<file path="config.mk">
export PLATFORM = sky130hd
export DESIGN_NAME = relleno_linea
export DESIGN_NICKNAME = d
export VERILOG_FILES = /design/src/rtl/relleno_pkg.sv /design/src/rtl/contador_envuelto.sv /design/src/rtl/relleno_linea.sv
export SDC_FILE = /design/constraint.sdc
export NUM_CORES = 1
export LEC_CHECK = 0
export BUFFER_PORTS_ARGS = -buffer_cell sky130_fd_sc_hd__buf_2
export CAP_MARGIN = 30
export CORE_MARGIN = 5
export CORE_UTILIZATION = 40
export DETAILED_ROUTE_END_ITERATION = 12
export HOLD_SLACK_MARGIN = 0.12
export PLACE_DENSITY = 0.81
export SLEW_MARGIN = 5
export SYNTH_ARGS = -nofsm -noshare
export SYNTH_HDL_FRONTEND = slang
export SYNTH_HIERARCHICAL = 1
export SYNTH_SLANG_ARGS = --single-unit
</file>
<file path="constraint.sdc">
create_clock -name clk -period 1.67 [get_ports clk]
set_clock_uncertainty 0.1 [all_clocks]
set_input_delay 0.334 -clock clk [delete_from_list [all_inputs] [get_ports clk]]
set_output_delay 0.334 -clock clk [all_outputs]
set_load 0.02 [all_outputs]
</file>
<file path="src/rtl/relleno_pkg.sv">
// Shared types and default sizing for the cache line-fill engine.
// Holds the fill FSM state encoding used by relleno_linea.
package relleno_pkg;

    localparam int RL_ADDR_W = 4;
    localparam int RL_DATA_W = 4;
    localparam int RL_WORDS  = 4;

    typedef enum logic [2:0] {
        IDLE,
        WAIT_EVICT,
        REQ,
        RECV,
        DONE
    } rl_state_t;

endpackage

</file>
<file path="src/rtl/contador_envuelto.sv">
// Beat counter for one line fill; idx = (start + cnt) mod WORDS, last flags the final beat.
// Latency: idx/last combinational from the count register; cnt advances on the edge after inc.
// Backpressure: none; inc simply holds the count when low.
module contador_envuelto #(
    parameter  int WORDS = 4,
    localparam int OFF_W = $clog2(WORDS)
) (
    input  logic             clk,
    input  logic             rst,
    input  logic             clear,
    input  logic             inc,
    input  logic [OFF_W-1:0] start,
    output logic [OFF_W-1:0] idx,
    output logic             last
);

    logic [OFF_W-1:0] cnt;

    always_ff @(posedge clk) begin
        if (rst || clear) begin
            cnt <= '0;
        end else if (inc) begin
            cnt <= cnt + OFF_W'(1);
        end
    end

    // OFF_W-bit addition wraps the index around the line for free
    assign idx  = start + cnt;
    assign last = (cnt == OFF_W'(WORDS - 1));

endmodule

</file>
<file path="src/rtl/relleno_linea.sv">
// Critical-word-first cache line fill: waits out a dirty eviction, requests the line, writes beats.
// Latency: miss sampled at edge 0 -> mem_rd_req in cycle 1; each valid beat writes the cache same cycle.
// Backpressure: request held stable until mem_rd_gnt; gaps in mem_rd_valid hold the beat count.
module relleno_linea
    import relleno_pkg::*;
#(
    parameter  int ADDR_W = RL_ADDR_W,
    parameter  int DATA_W = RL_DATA_W,
    parameter  int WORDS  = RL_WORDS,
    localparam int OFF_W  = $clog2(WORDS)
) (
    input  logic              clk,
    input  logic              rst,
    input  logic              miss_req,
    input  logic [ADDR_W-1:0] miss_addr,
    input  logic              victim_dirty,
    input  logic              evict_done,
    output logic              mem_rd_req,
    output logic [ADDR_W-1:0] mem_rd_addr,
    input  logic              mem_rd_gnt,
    input  logic              mem_rd_valid,
    input  logic [DATA_W-1:0] mem_rd_data,
    output logic              cache_we,
    output logic [OFF_W-1:0]  cache_widx,
    output logic [DATA_W-1:0] cache_wdata,
    output logic              crit_ready,
    output logic              fill_done,
    output logic              busy
);

    rl_state_t         state;
    logic [ADDR_W-1:0] addr_q;
    logic [OFF_W-1:0]  start;
    logic [OFF_W-1:0]  idx;
    logic              last;
    logic              beat;

    assign start = addr_q[OFF_W-1:0];
    assign beat  = (state == RECV) && mem_rd_valid;

    contador_envuelto #(
        .WORDS (WORDS)
    ) u_cnt (
        .clk   (clk),
        .rst   (rst),
        .clear (state == IDLE),
        .inc   (beat),
        .start (start),
        .idx   (idx),
        .last  (last)
    );

    always_ff @(posedge clk) begin
        if (rst) begin
            state  <= IDLE;
            addr_q <= '0;
        end else begin
            case (state)
                IDLE: begin
                    if (miss_req) begin
                        // The miss address is already {tag, critical offset}
                        addr_q <= miss_addr;
                        state  <= victim_dirty ? WAIT_EVICT : REQ;
                    end
                end
                WAIT_EVICT: begin
                    if (evict_done) begin
                        state <= REQ;
                    end
                end
                REQ: begin
                    if (mem_rd_gnt) begin
                        state <= RECV;
                    end
                end
                RECV: begin
                    if (beat && last) begin
                        state <= DONE;
                    end
                end
                DONE: begin
                    state <= IDLE;
                end
                default: begin
                    state <= IDLE;
                end
            endcase
        end
    end

    assign mem_rd_req  = (state == REQ);
    assign mem_rd_addr = addr_q;
    assign busy        = (state != IDLE);

    // Cache write port is combinational on the beat so the data is never re-registered
    assign cache_we    = beat;
    assign cache_widx  = beat ? idx : '0;
    assign cache_wdata = beat ? mem_rd_data : '0;
    assign crit_ready  = beat && (idx == start);
    assign fill_done   = beat && last;

endmodule

</file>
==> metrics.yaml <==
grt_use_total_pct: 16.9
pin_count: 30
fp-row-count: 13
io_buffer_count: 29
end_kind: "output pin"
antenna_found_initial: 0
period_share_pct: 117
syn_avg_cell_area_sq_um: 9.96
cts_tree: "done"
setup_violations: 2
reg2reg_depth: 4
synth-seq-area-share_pct: 33.5
area_growth_pct: 61.4
final_cells: 108
maxCapViolCount: 0
gp_congestion: 0.725
leakage_nw: 0.413
cts.sink_count: 9
netlist_top_cells_count: "9 x dfxtp_1, 6 x and2_1, 5 x mux2i_1, 5 x xnor2_1, 4 x nor2_1"
r2r-end: "mem_rd_addr[2]"
multi_input_comb_area_sq_um: 388
fin_hold_ws_ns: 0.207
worst_pin_slew_ns: 0.402
dpl.cell_count: 102
synth_async_sr_flop_share_pct: 0
layout_setup_ws_ns: -0.288
post_drt_via_cell_ratio: 5.12
fp.dieH_um: 46.7
critical_path_required_ns: 1.24
critPathMaxFanout: 2
dieWidth_um: 46.7
path_clk_slew_ns: 0.06
min_path_type: "input pin to flip-flop"
netlist_instances: 54
ant_nets: 0
yosysTopAreaCell: "dfxtp_1"
violations: "setup timing"
grt_pass1_vias: 546
cp.arrival_ns: 1.52
synth-seq-cells: 9
power_density_nw_per_um2: 687
dr.pass1.iters: 4
htreeDepth: 1
netlist.area_leader.share_pct: 33.5
drc: 0
hpwl_um: 1200
drt_iter0_markers: 3
hold_viol_final: 0
nNetsFinal: 111
synth_enable_flop_cells: 0
dieArea_sq_um: 2180
initial_core_util_pct: 41.9
min_path_cells: 3
max_freq_mhz: 511
fill_cells: 110
r2r_slack_ns: 0.23
rsz0062_at_grt: "true"
wirelength_um: 1640
status: "finished with violations"
grt_overflow: 0
wire_per_inst_um: 15.2
drv_slew: 0
slew_headroom_pct: 73.1
yosys_most_used_dff: "dfxtp_1"
insertion_delay_ns: 0.26
grt_pass1_wl_um: 2400
clk_path_buf_depth: 2
vdd_ir_drop_max_mv: 0.631
worstSetupPathType: "flip-flop to output pin"
core_area_sq_um: 1280
n_antenna_cell: 0
regArea_sq_um: 189
hold_start: "miss_addr[3]"
crit_path_start_kind: "flip-flop"
synth.most_common_cell: "dfxtp_1"
holdPathEnd: "mem_rd_addr[3]"
synth.area.top_cells: "dfxtp_1 33%, mux2i_1 9.3%, xnor2_1 8.1%"
cts_made_buffers: 3
vias: 553
synth_nets: 71
grt_max_degree: 10
syn_area_sq_um: 538
hold_buffers: 0
drive_gt1_share_pct: 63.4
root_buffer: "clkbuf_4"
ys.warnings.count: 6
r2r_start: "state[0]"
period_needed_ns: 1.96
yosys.cell_types.count: 24
-- worst max path at each step --
stage | from | depth (start not counted) | slack [ns] | end
detailed placement | mem_rd_addr[0] | 6 | -0.17 | crit_ready
finish | mem_rd_addr[0] | 6 | -0.29 | crit_ready
CTS | mem_rd_addr[0] | 6 | -0.33 | crit_ready
global route | mem_rd_addr[0] | 6 | -0.34 | crit_ready
global placement | mem_rd_addr[0] | 6 | -0.05 | crit_ready
floorplan | mem_rd_addr[0] | 5 | 0.001 | crit_ready
-- routing by layer --
metal  share of wire (%)  GRT usage [%]
met4                 3.5           12.2
met3                 8.8           5.47
met2                  54           32.7
met1                  34           13.8
met5                   0              0
-- state kept, by name, summed over array words and instances (netlist names) --
| signal | flops |
|---|---|
| mem_rd_addr | 4 |
| state | 3 |
| u_cnt/cnt | 2 |
-- cell usage in the layout (no fill, tap or decap), types with 2 or more instances in the layout --
master,n
a2111oi_0,2
and2_1,5
and2_4,2
and4b_2,2
buf_2,23
buf_4,10
buf_6,4
clkbuf_4,3
dfxtp_1,4
dfxtp_2,4
inv_1,3
mux2i_1,5
nor2_1,4
nor3_2,3
o21ai_0,2
xnor2_1,3
-- cells by family (layout without fill, tap and decap cells) --
kind of cell	after synthesis	count (layout)	share of synthesized area [%]
AOI/OAI and AO/OA	6	6	8.14
xor gates and xnor gates	5	5	8.14
adders and majority gates	2	2	4.65
buffers and inverters	6	44	6.51
DFF	9	9	33.5
muxes	5	5	9.30
and+or+nand+nor	21	22	29.8
-- power by group --
| part | internal (mW) | switching [mW] |
|---|---|---|
| clock | 0.0921 | 0.0760 |
| sequential | 0.230 | 0.0127 |
| combinational | 0.0901 | 0.0960 |
-- per-stage QoR --
stage / utilization [%] / power (mW) / TNS [ns] / cell area [sq um] / worst slack [ns]
floorplan: - / 0.347 / 0 / 549 / 0.00108
global placement: 57.7 / 0.403 / -0.0534 / 742 / -0.0534
detailed placement: 57.7 / 0.412 / -0.169 / 742 / -0.169
CTS: 64.0 / 0.592 / -0.501 / 822 / -0.332
global route: 67.6 / 0.634 / -0.535 / 868 / -0.343
finish: 67.6 / 0.597 / -0.427 / 868 / -0.288
-- worst max-delay path, stage by stage, from the launching register on --
cell	delay [ns]
dfxtp_4	0.35
ha_4	0.17
xnor2_4	0.16
xnor2_2	0.14
xnor2_1	0.14
and3_4	0.20
buf_6	0.11
-- area by class of cell --
type	count	share of cell area, %
inverter	3	1.30
tap	15	2.16
timing repair buffer	37	27.1
clock buffer	4	3.03
sequential	9	21.8
multi-input combinational	40	44.7
-- repair_timing --
item | in CTS | in global routing
pin swaps | 5 | 1
setup endpoints to repair | 8 | 9
gates resized for setup | 8 | 14
buffers inserted | 1 | 0
cloned | 1 | 0
hold endpoints to repair | 0 | 0
No activity file was read; power rests on OpenSTA's default activity.
